<file path="src/rtl/spi_stream_pkg.sv">
// Shared types and constants for the streaming SPI slave.
package spi_stream_pkg;

  // One synchronised pin: its settled level plus single-cycle edge strobes.
  typedef struct packed {
    logic rise;
    logic fall;
    logic level;
  } sync_edge_t;

  // Frame-level state: the slave is either waiting for CS or inside a frame.
  typedef enum logic {
    ST_IDLE   = 1'b0,
    ST_ACTIVE = 1'b1
  } frame_state_t;

  // Word shifted out when the upstream side has nothing to send, and the
  // value shifted into the tx register behind the outgoing bits.
  localparam logic [31:0] SPI_IDLE_FILL = 32'hFFFF_FFFF;

endpackage

</file>
<file path="src/rtl/spi_sync_edge.sv">
// Multi-flop synchroniser for one asynchronous pin, with rise/fall strobes
// taken from the last two stages of the chain.
module spi_sync_edge
  import spi_stream_pkg::*;
#(
  parameter int   SYNC_STAGES = 2,
  parameter logic RESET_VAL   = 1'b0
)(
  input  logic       clk,
  input  logic       reset,
  input  logic       pin,
  output sync_edge_t det
);

  // The chain is one flop longer than the synchroniser so the edge detector
  // compares two already-settled stages.
  localparam int CHAIN_W = SYNC_STAGES + 1;

  logic [CHAIN_W-1:0] chain_q;

  // Shift the pin into the synchroniser chain; reset to the pin's idle level
  // so no false edge appears when reset is released.
  always_ff @(posedge clk or posedge reset) begin
    if (reset) begin
      chain_q <= {CHAIN_W{RESET_VAL}};
    end else begin
      chain_q <= {chain_q[CHAIN_W-2:0], pin};
    end
  end

  // Settled level and edge strobes from the last two stages.
  always_comb begin
    det       = '0;
    det.level = chain_q[CHAIN_W-2];
    det.rise  = chain_q[CHAIN_W-2] & ~chain_q[CHAIN_W-1];
    det.fall  = ~chain_q[CHAIN_W-2] & chain_q[CHAIN_W-1];
  end

endmodule

</file>
<file path="src/rtl/spi_slave_stream.sv">
// Parametrised SPI slave with word-level valid/ready streaming, fully in the
// clk domain. sck, cs_n and mosi are oversampled; any CPOL/CPHA mode and any
// word width from 4 to 32 bits; multiple words per CS assertion.
module spi_slave_stream
  import spi_stream_pkg::*;
#(
  parameter int WORD_W      = 16,
  parameter int CPOL        = 0,
  parameter int CPHA        = 0,
  parameter int SYNC_STAGES = 2,
  parameter int CNT_W       = 8
)(
  input  logic              clk,
  input  logic              reset,
  input  logic              sck,
  input  logic              cs_n,
  input  logic              mosi,
  output logic              miso,
  output logic              miso_oe,
  input  logic [WORD_W-1:0] tx_data,
  input  logic              tx_valid,
  output logic              tx_ready,
  output logic [WORD_W-1:0] rx_data,
  output logic              rx_valid,
  output logic              frame_active,
  output logic [CNT_W-1:0]  word_count,
  output logic              tx_underrun,
  output logic              frame_abort
);

  // Handshake: tx_valid is looked at only in a load cycle; the load consumes
  // tx_data and pulses tx_ready, or shifts out idle fill and pulses
  // tx_underrun if tx_valid is low. rx_valid pulses for exactly one cycle
  // when rx_data takes a new word; there is no backpressure on rx.

  localparam int                BIT_W    = $clog2(WORD_W);
  localparam logic [BIT_W-1:0]  LAST_BIT = BIT_W'(WORD_W - 1);
  localparam logic [CNT_W-1:0]  CNT_MAX  = '1;
  localparam logic              SCK_IDLE = (CPOL != 0);
  localparam logic              LATE_CAP = (CPHA != 0);

  sync_edge_t sck_det;
  sync_edge_t cs_det;
  sync_edge_t mosi_det;

  spi_sync_edge #(.SYNC_STAGES(SYNC_STAGES), .RESET_VAL(SCK_IDLE)) u_sync_sck (
    .clk   (clk),
    .reset (reset),
    .pin   (sck),
    .det   (sck_det)
  );

  spi_sync_edge #(.SYNC_STAGES(SYNC_STAGES), .RESET_VAL(1'b1)) u_sync_cs (
    .clk   (clk),
    .reset (reset),
    .pin   (cs_n),
    .det   (cs_det)
  );

  spi_sync_edge #(.SYNC_STAGES(SYNC_STAGES), .RESET_VAL(1'b0)) u_sync_mosi (
    .clk   (clk),
    .reset (reset),
    .pin   (mosi),
    .det   (mosi_det)
  );

  // Only the mosi level, the sck edges and the cs edges are used.
  logic unused_sync_bits;
  assign unused_sync_bits = &{1'b0, sck_det.level, cs_det.level,
                              mosi_det.rise, mosi_det.fall};

  frame_state_t state_q, state_d;

  logic [BIT_W-1:0]  bit_cnt_q;
  logic [WORD_W-1:0] rx_shift_q;
  logic [WORD_W-1:0] tx_shift_q;
  logic [WORD_W-1:0] rx_data_q;
  logic [CNT_W-1:0]  word_count_q;
  logic              rx_valid_q;
  logic              tx_ready_q;
  logic              tx_underrun_q;
  logic              frame_abort_q;
  logic              skip_q;
  logic              load_pend_q;

  logic              cs_start;
  logic              cs_stop;
  logic              sck_ok;
  logic              lead_ev;
  logic              trail_ev;
  logic              sample_ev;
  logic              shift_ev;
  logic              word_done;
  logic              load_now;
  logic              shift_now;
  logic [WORD_W-1:0] load_word;
  logic [WORD_W-1:0] rx_next;

  // Frame state register.
  always_ff @(posedge clk or posedge reset) begin
    if (reset) begin
      state_q <= ST_IDLE;
    end else begin
      state_q <= state_d;
    end
  end

  // Frame next-state: CS falling opens a frame, CS rising closes it.
  always_comb begin
    state_d = state_q;
    case (state_q)
      ST_IDLE:   if (cs_det.fall) state_d = ST_ACTIVE;
      ST_ACTIVE: if (cs_det.rise) state_d = ST_IDLE;
      default:   state_d = ST_IDLE;
    endcase
  end

  // Event decode: CS edges win over any sck edge seen in the same cycle, and
  // sck edges only count inside a frame.
  always_comb begin
    cs_start  = (state_q == ST_IDLE) && cs_det.fall;
    cs_stop   = (state_q == ST_ACTIVE) && cs_det.rise;
    sck_ok    = (state_q == ST_ACTIVE) && !cs_det.rise && !cs_det.fall;
    lead_ev   = sck_ok && (SCK_IDLE ? sck_det.fall : sck_det.rise);
    trail_ev  = sck_ok && (SCK_IDLE ? sck_det.rise : sck_det.fall);
    sample_ev = LATE_CAP ? trail_ev : lead_ev;
    shift_ev  = LATE_CAP ? lead_ev : trail_ev;
    word_done = sample_ev && (bit_cnt_q == LAST_BIT);
    // CPHA=1 reloads on the completing sample edge; CPHA=0 defers the reload
    // to the following shift edge so the last bit stays on miso until then.
    load_now  = cs_start
              || (LATE_CAP && word_done)
              || (!LATE_CAP && shift_ev && load_pend_q);
    shift_now = shift_ev && (LATE_CAP ? !skip_q : !load_pend_q);
    load_word = tx_valid ? tx_data : SPI_IDLE_FILL[WORD_W-1:0];
    rx_next   = {rx_shift_q[WORD_W-2:0], mosi_det.level};
  end

  // Shift registers, counters, flags and the single-cycle status pulses.
  always_ff @(posedge clk or posedge reset) begin
    if (reset) begin
      bit_cnt_q     <= '0;
      rx_shift_q    <= '0;
      tx_shift_q    <= '0;
      rx_data_q     <= '0;
      word_count_q  <= '0;
      rx_valid_q    <= 1'b0;
      tx_ready_q    <= 1'b0;
      tx_underrun_q <= 1'b0;
      frame_abort_q <= 1'b0;
      skip_q        <= 1'b0;
      load_pend_q   <= 1'b0;
    end else begin
      rx_valid_q    <= 1'b0;
      tx_ready_q    <= 1'b0;
      tx_underrun_q <= 1'b0;
      frame_abort_q <= 1'b0;

      if (load_now) begin
        tx_shift_q    <= load_word;
        tx_ready_q    <= tx_valid;
        tx_underrun_q <= !tx_valid;
      end else if (shift_now) begin
        tx_shift_q <= {tx_shift_q[WORD_W-2:0], 1'b1};
      end

      if (cs_start) begin
        bit_cnt_q    <= '0;
        word_count_q <= '0;
        skip_q       <= LATE_CAP;
        load_pend_q  <= 1'b0;
      end else if (cs_stop) begin
        // A partial word is dropped; rx_data keeps the last complete word.
        frame_abort_q <= (bit_cnt_q != '0);
        bit_cnt_q     <= '0;
        skip_q        <= 1'b0;
        load_pend_q   <= 1'b0;
      end else begin
        if (sample_ev) begin
          rx_shift_q <= rx_next;
          if (word_done) begin
            bit_cnt_q  <= '0;
            rx_data_q  <= rx_next;
            rx_valid_q <= 1'b1;
            if (word_count_q != CNT_MAX) begin
              word_count_q <= word_count_q + CNT_W'(1);
            end
            if (LATE_CAP) begin
              skip_q <= 1'b1;
            end else begin
              load_pend_q <= 1'b1;
            end
          end else begin
            bit_cnt_q <= bit_cnt_q + BIT_W'(1);
          end
        end
        if (shift_ev) begin
          if (LATE_CAP) begin
            skip_q <= 1'b0;
          end else begin
            load_pend_q <= 1'b0;
          end
        end
      end
    end
  end

  // frame_active mirrors the frame state; miso idles high outside a frame.
  assign frame_active = (state_q == ST_ACTIVE);
  assign miso_oe      = (state_q == ST_ACTIVE);
  assign miso         = (state_q == ST_ACTIVE) ? tx_shift_q[WORD_W-1] : 1'b1;
  assign rx_data      = rx_data_q;
  assign rx_valid     = rx_valid_q;
  assign tx_ready     = tx_ready_q;
  assign tx_underrun  = tx_underrun_q;
  assign frame_abort  = frame_abort_q;
  assign word_count   = word_count_q;

endmodule

</file>
<file path="config.mk">
export PLATFORM = sky130hd
export DESIGN_NAME = spi_slave_stream
export DESIGN_NICKNAME = d
export VERILOG_FILES = /design/src/rtl/spi_stream_pkg.sv /design/src/rtl/spi_sync_edge.sv /design/src/rtl/spi_slave_stream.sv
export SDC_FILE = /design/constraint.sdc
export NUM_CORES = 1
export LEC_CHECK = 0
export ABC_AREA = 1
export BUFFER_PORTS_ARGS = -buffer_cell sky130_fd_sc_hd__buf_2
export CORE_UTILIZATION = 30
export DETAILED_ROUTE_END_ITERATION = 8
export PLACE_DENSITY_LB_ADDON = 0.05
export SLEW_MARGIN = 20
export SYNTH_ARGS = -nofsm -noshare
export SYNTH_HDL_FRONTEND = slang
export SYNTH_HIERARCHICAL = 1
export SYNTH_SLANG_ARGS = --single-unit
</file>
<file path="constraint.sdc">
create_clock -name clk -period 2 [get_ports clk]
set_input_delay 0.4 -clock clk [delete_from_list [all_inputs] [get_ports clk]]
set_output_delay 0.4 -clock clk [all_outputs]
set_load 0.05 [all_outputs]
</file>
# Word-level counts from Yosys, hierarchy flattened
# Cells that the tools add are included.
# Widths: inputs -> output; s select.
[totals] memories=0 rom_bits=0 ff_bits=73 ram_bits=0 elab_cells=85 inputBits=22 latch_bits=0
[classes] mul=0 mux=29 addsub=2 div_mod_pow=0 n_lt_le_gt_ge=0 n_bitwise=11 n_shift=0 n_eq_ne=3 reduce_logical=26
[ops] operator="$mux 16" count=3
[ops] operator="$mux 8" count=5
[ops] operator="$mux 1" count=16
[ops] operator="$mux 4" count=4
[ops] operator="$reduce_bool 4->1" count=3
[ops] operator="$logic_and 1x1->1" count=9
[ops] operator="$add 8x1->8 const B" count=1
[ops] operator="$ne 8x8->1 const B" count=1
[ops] operator="$reduce_and 4->1" count=2
[ops] operator="$reduce_bool 2->1" count=4
[ops] operator="$not 1->1" count=7
[ops] operator="$add 4x1->4 const B" count=1
[ops] operator="$and 1x1->1" count=4
[ops] operator="$eq 4x4->1 const B" count=1
[ops] operator="$logic_not 1->1" count=4
[ops] operator="$reduce_and 3->1" count=1
[ops] operator="$reduce_bool 3->1" count=1
[ops] operator="$ne 2x2->1 const B" count=1
[ops] operator="$pmux 1 s2" count=1
[ops] operator="$reduce_and 2->1" count=1
[ops] operator="$logic_or 1x1->1" count=1

# Logic depth before layout (Yosys ltp)
# Gate-level depths: netlist (run 1).
[logic_depth] ltp_word=12 mapped_depth=10

# Cells and area by module
# Netlist (run 1), hierarchy kept.
[modules_own_cells] mod="spi_slave_stream" area_per_inst_um2=3110.5 cells_per_inst=348 n_inst=1
[modules_own_cells] mod="spi_sync_edge at u_sync_mosi ..." area_per_inst_um2=101.3 cells_per_inst=9 n_inst=2
[modules_own_cells] mod="spi_sync_edge at u_sync_cs" area_per_inst_um2=105.1 cells_per_inst=9 n_inst=1

# Least setup slack after synthesis (run 1)
# No wires, ideal clock.
[synth_path] kind="register -> register" startpoint="reg word_count_q[1], in the netlist word_count[1]" endpoint="reg word_count_q[6], in the netlist word_count[6]" synth_period_minus_slack_ns=1.683 path_buffers=1 t_required_ns=1.923 path_slack_ns=0.317 path_stages_with_launch=9 t_arrival_ns=1.607 path_cell_list="dfrtp_1 > ha_1 > nand2_1 > nor2_1 > nand2_1 > nand3_4 > buf_6 > nand3_1 > o21ai_1"
[synth_via] elab_chain_len=6
[synth_rtl] element="start, declared" line_no="spi_slave_stream.sv:78" rtl="logic [CNT_W-1:0] word_count_q;"
[synth_rtl] element="start signal, assigned" line_no="spi_slave_stream.sv:186" rtl="word_count_q <= word_count_q + CNT_W'(1);"
[synth_rtl] element="$add 8x1->8" line_no="spi_slave_stream.sv:186"
[synth_rtl] element="$mux 8" line_no="spi_slave_stream.sv:185" rtl="if (word_count_q != CNT_MAX) begin"
[synth_rtl] element="$mux 8" line_no="spi_slave_stream.sv:181" rtl="if (word_done) begin"
[synth_rtl] element="$mux 8" line_no="spi_slave_stream.sv:179" rtl="if (sample_ev) begin"
[synth_rtl] element="$mux 8" line_no="spi_slave_stream.sv:172" rtl="end else if (cs_stop) begin"
[synth_rtl] element="$mux 8" line_no="spi_slave_stream.sv:167" rtl="if (cs_start) begin"
# Several ways; a longest one is shown, not always the timed one. The select of a mux whose other input is x is not followed.
# A chain may end at the register's enable or synchronous reset.

==> run metrics, run 1 <==
synthesized netlist cell count 368; number of core rows 38; Arr. time, crit path 1910 ps; commonest non-fill, non-tap cell in the layout nand2_1; Cell Pwr Density 950 nW/um^2; Max transition margin 0.660; overall global routing resource usage 0.130; via count of the first global-routing pass 2,401; beginning of the critical path u_sync_cs/chain_q[2]$_DFF_PP1_; final wirelength 6750 microns; kind of capture point of the worst setup path flop; post-route clock skew 14.4 ps; standard cell core area 10,900 sq um; Final WS setup 297 ps; maximum resistive drop on vdd 0.284 mV; die width 108 microns; sum of net half-perimeters after detailed placement 4650 microns; post-synth design cell area 3360 sq um; Final Max Tran Viols 0; post-detailed-route DRC marker count 0; number of hold violations in the final report 0; clk sinks 73; actual transition at the worst max-transition pin 510 ps; portion of the clock cycle consumed by the worst path in the final layout 0.852; RSZ-0062 raised after global routing false; Routed met1 length 3370 microns; clock tree from TritonCTS yes; final-stage net count 447; Pwr Total 3790 uW; number of antenna violations at the first check in global routing 0; ant diodes 0; Setup crit start kind flop; maximum number of pins on one net before global-route repair 39; max-cap violation count 0; Final ANT Viol Nets 0; crit path cell chain inv_1, nor2_1, inv_1, nand3_2, inv_2, nand2_2, nand2_2, buf_4, nand2_1, o21ai_0; top library cells by usage in the layout, fill and taps aside nand2_1 (84), dfrtp_1 (70), inv_1 (54), buf_2 (52), o21ai_0 (46); clk buf depth 2; path type of the worst setup path reg2reg; result of the run complete, no violations; global route overflow 0; number of buffers inserted during clock tree synthesis 9; Reg-to-Reg End tx_shift_q[1]$_DFFE_PP0P_; setup slack, reg-to-reg 300 ps; first-pass GRT wire length 11,700 microns; Setup crit end tx_shift_q[1]$_DFFE_PP0P_; Routability Congestion 0.705; WL met2 2960 microns; die extent in y 108 microns; FF-to-FF path depth 10; data required time at the worst endpoint 2210 ps; time the worst path needs with I/O delays and setup 1700 ps; f_max 0.587 GHz; post-CTS clock slew at the launch and capture registers of the worst setup and hold paths 80 ps; synthesized netlist net count 393; number of placed I/O pins 53; area of the die 11,600 sq um; Avg Cell Area, Syn 9.14 sq um; wire length per cell 11.9 microns; per-cell via count in the routed design 4.28; number of buffer cells added on primary ports 52; critical path's slowest cell dfstp_2; summed negative setup slack over all endpoints 0 ps; Starting Density 0.309; top layer used by detailed routing met4; delay contributed by the slowest stage of the critical path 530 ps; number of violations reported at the end of detailed-routing iteration 0 84; clock latency at the later pin of the worst-skew pair 350 ps; Finish-stage setup viols 0; Placement Setup Slack 286 ps; leakage power of the design 0.00199 uW; min-delay worst type in2reg; H-tree level count 3; fraction of final layout cells with drive strength greater than 1 0.279; relative area change from synthesis to final layout 18.7%; master cell of the clock root buffer clkbuf_8; Synth warnings 6; startpoint of the worst-slack reg-to-reg timing path u_sync_cs/chain_q[2]$_DFF_PP1_; maximum fanout encountered on the critical timing path 31; total length of routed met3 wires 283 microns; vias post-DR 2,426; drt pass-1 iters 4
layout make-up:
class,instances,area [sq um]
fill,1154,6900
timing repair buffer,60,348
sequential,73,1830
clock inverter,7,118
inverter,57,218
clock buffer,9,124
tap,140,175
multi-input combinational,221,1180
where the power goes:
group	switching [uW]	internal, uW
logic	407	219
registers	74.4	1680
clock network	586	831
total	1070	2730
stage by stage:
stage	hold slack, ps	cells	area, sq um	util
finish	156	567	3990	0.367
global route	134	567	3990	0.367
CTS	135	567	3990	0.367
detailed placement	304	550	3740	0.344
global placement	303	550	3740	0.344
floorplan	141	368	3370	-
worst min path at each step:
stage,start,endpoint,slack (ps),cells after the start
floorplan,reset,u_sync_mosi/chain_q[0]$_DFF_PP0_,140,1
global placement,reset,u_sync_mosi/chain_q[0]$_DFF_PP0_,300,2
detailed placement,reset,u_sync_mosi/chain_q[1]$_DFF_PP0_,300,2
CTS,cs_n,u_sync_cs/chain_q[0]$_DFF_PP1_,140,1
global route,cs_n,u_sync_cs/chain_q[0]$_DFF_PP1_,130,1
finish,cs_n,u_sync_cs/chain_q[0]$_DFF_PP1_,160,1
metal layers:
| layer | track usage | vias up |
|---|---|---|
| met5 | 0 | - |
| met4 | 0.0646 | 0 |
| met3 | 0.0297 | 11 |
| met2 | 0.195 | 43 |
| met1 | 0.176 | 1116 |
| li1 | - | 1256 |
flip-flops by register name, summed over array words and instances (netlist names):
signal / count
rx_valid: 1
frame_abort: 1
u_sync_cs/chain_q: 3
rx_shift_q: 15
word_count: 8
tx_ready: 1
tx_shift_q: 16
load_pend_q: 1
u_sync_sck/chain_q: 3
rx_data: 16
u_sync_mosi/chain_q: 2
tx_underrun: 1
frame_active: 1
bit_cnt_q: 4
critical path: cells and delay by family (launching register included):
kind | cells | cell delay [ps]
AOI/OAI and AO/OA | 1 | 80
buffers and inverters | 4 | 440
DFF | 1 | 530
and+or+nand+nor | 5 | 530
what timing repair did:
| item | in CTS | in global routing |
|---|---|---|
| resized for setup | 0 | 0 |
| hold buffers | 1 | 0 |
| endpoints found under the setup margin | 0 | 0 |
| buffers inserted | 0 | 0 |
| endpoints found under the hold margin | 5 | 0 |
No activity file was read; power rests on OpenSTA's default activity.
==> run 2: changes to the inputs <==
CELL_PAD_IN_SITES_DETAIL_PLACEMENT = 1   (was not set)
CELL_PAD_IN_SITES_GLOBAL_PLACEMENT = 1   (was not set)
==> run metrics, run 2 (synthesis gave the netlist of run 1 again) <==
per-cell via count in the routed design 4.38 (+2.3%); final cell count without fillers 567 (unchanged); via count of the first global-routing pass 2,497 (+4.0%); number of buffers inserted during clock tree synthesis 9 (unchanged); min-delay worst type in2reg; number of antenna violations at the first check in global routing 0 (unchanged); die extent in y 108 microns (unchanged); post-route clock skew 14.0 ps (-0.389 ps); vias post-DR 2,481 (+2.3%); sum of net half-perimeters after detailed placement 5000 microns (+7.6%); final-stage net count 447 (unchanged); cell area after placement 3740 sq um (unchanged); ant diodes 0 (unchanged); number of hold violations in the final report 0 (unchanged); number of core rows 38 (unchanged); Starting Density 0.309 (unchanged); Final ANT Viol Nets 0 (unchanged); power share of the combinational group 0.166 (about the same); Switching Fraction 0.283 (+0.00198); number of violations reported at the end of detailed-routing iteration 0 87 (+3.6%); Power Internal 2730 uW (+0.19%); global route overflow 0 (unchanged); maximum fanout encountered on the critical timing path 31 (unchanged); number of buffer cells added on primary ports 52 (unchanged); final wirelength 7190 microns (+6.4%); Clock Power Share 0.374 (about the same); portion of the clock cycle consumed by the worst path in the final layout 0.858 (+0.00676); result of the run complete, no violations; Setup crit start kind flop; utilization of the core after routing 0.367 (about the same); post-detailed-route DRC marker count 0 (unchanged); first-pass GRT wire length 12,200 microns (+4.7%); clk buf depth 2 (unchanged); number of placed I/O pins 53 (unchanged); net switching power 1080 uW (+1.2%); top layer used by detailed routing met4; drt pass-1 iters 4 (unchanged); time the worst path needs with I/O delays and setup 1720 ps (+13.5 ps); total length of routed met3 wires 343 microns (+21%); path type of the worst setup path reg2reg; Routed met1 length 3450 microns (+2.5%); leakage power of the design 0.00199 uW (-0.33%); WL met2 3300 microns (+11%); number of gates given a new drive strength after cts 0 (unchanged); Finish-stage setup viols 0 (unchanged); Routability Congestion 0.692 (-1.9%); maximum number of pins on one net before global-route repair 38 (-2.6%); Cells after DPL 550 (unchanged); standard cell core area 10,900 sq um (unchanged); clock latency at the later pin of the worst-skew pair 350 ps (about the same); data required time at the worst endpoint 2220 ps (about the same); f_max 0.582 GHz (-0.79%); number of setup buffers added after CTS 0 (unchanged); die width 108 microns (unchanged); fraction of final layout cells with drive strength greater than 1 0.276 (-0.00234); actual transition at the worst max-transition pin 506 ps (-4.73 ps); relative area change from synthesis to final layout 18.7% (about the same); max-cap violation count 0 (unchanged); clock tree from TritonCTS yes; area of the die 11,600 sq um (unchanged); wire length per cell 12.7 microns (+6.4%); H-tree level count 3 (unchanged); maximum resistive drop on vdd 0.399 mV (+41%); Final Instance Area 3990 sq um (about the same); post-CTS clock slew at the launch and capture registers of the worst setup and hold paths 70 ps (about the same); Final Max Tran Viols 0 (unchanged); clk sinks 73 (unchanged); Cell Pwr Density 954 nW/um^2 (+0.43%); Max transition margin 0.663 (+0.00315); summed negative setup slack over all endpoints 0 ps (unchanged); hold slack final 154 ps (-1.93 ps); count of hold-fix buffers inserted at cts 1 (unchanged); kind of capture point of the worst setup path flop; master cell of the clock root buffer clkbuf_8; overall global routing resource usage 0.138 (+0.00742); share of power burned in registers 0.460 (about the same); top library cells by usage in the layout, fill and taps aside nand2_1 (84), dfrtp_1 (70), inv_1 (54), buf_2 (52), o21ai_0 (46); Arr. time, crit path 1940 ps (+30 ps); commonest non-fill, non-tap cell in the layout nand2_1; RSZ-0062 raised after global routing false
-- run 2: worst paths after layout --
path	start	endpoint	slack (ps)	cells after the start
max	u_sync_cs/chain_q[2]$_DFF_PP1_	tx_shift_q[15]$_DFFE_PP0P_	280	10
min reg2reg	u_sync_cs/chain_q[0]$_DFF_PP1_	u_sync_cs/chain_q[1]$_DFF_PP1_	350	0
min in group asynchronous	reset	u_sync_mosi/chain_q[0]$_DFF_PP0_	480	3
min	cs_n	u_sync_cs/chain_q[0]$_DFF_PP1_	150	1
max reg2reg	u_sync_cs/chain_q[2]$_DFF_PP1_	tx_shift_q[15]$_DFFE_PP0P_	280	10
max in group asynchronous	reset	tx_underrun$_DFF_PP0_	860	4
-- run 2: worst max-delay path, cell delays in order (launching register included) --
cell     delay (ps)
dfstp_2         530
inv_1            40
nor2_1          210
inv_1           110
nand3_2         140
inv_2            70
nand2_2          70
nand2_2          40
buf_4           220
nand2_1         100
o21ai_0          70
-- run 2: stage by stage --
stage	total power, uW	worst slack, ps
floorplan	2280	317
global placement	2410	341
detailed placement	2430	268
CTS	3890	265
global route	4060	99.1
finish	3810	283
-- run 2: power groups by stage --
stage | Clock [uW] | Combinational [uW] | Sequential, uW
floorplan | 0 | 495 | 1780
global placement | 0 | 636 | 1780
detailed placement | 0 | 647 | 1780
CTS | 1490 | 652 | 1760
global route | 1550 | 728 | 1780
finish | 1420 | 632 | 1750
-- run 2: cell type report --
| type | count | area, sq um |
|---|---|---|
| Clock buffer | 10 | 128 |
| Timing Repair Buffer | 60 | 348 |
| Clock inverter | 6 | 115 |
| Tap cell | 140 | 175 |
| Inverter | 57 | 218 |
| Sequential cell | 73 | 1830 |
| Fill cell | 1286 | 6890 |
| Multi-Input combinational cell | 221 | 1180 |
-- run 2: routing by layer --
layer  up-vias  GRT usage
li1       1253          -
met4         0     0.0470
met2        41      0.211
met3         8     0.0490
met1      1179      0.179
met5         -          0
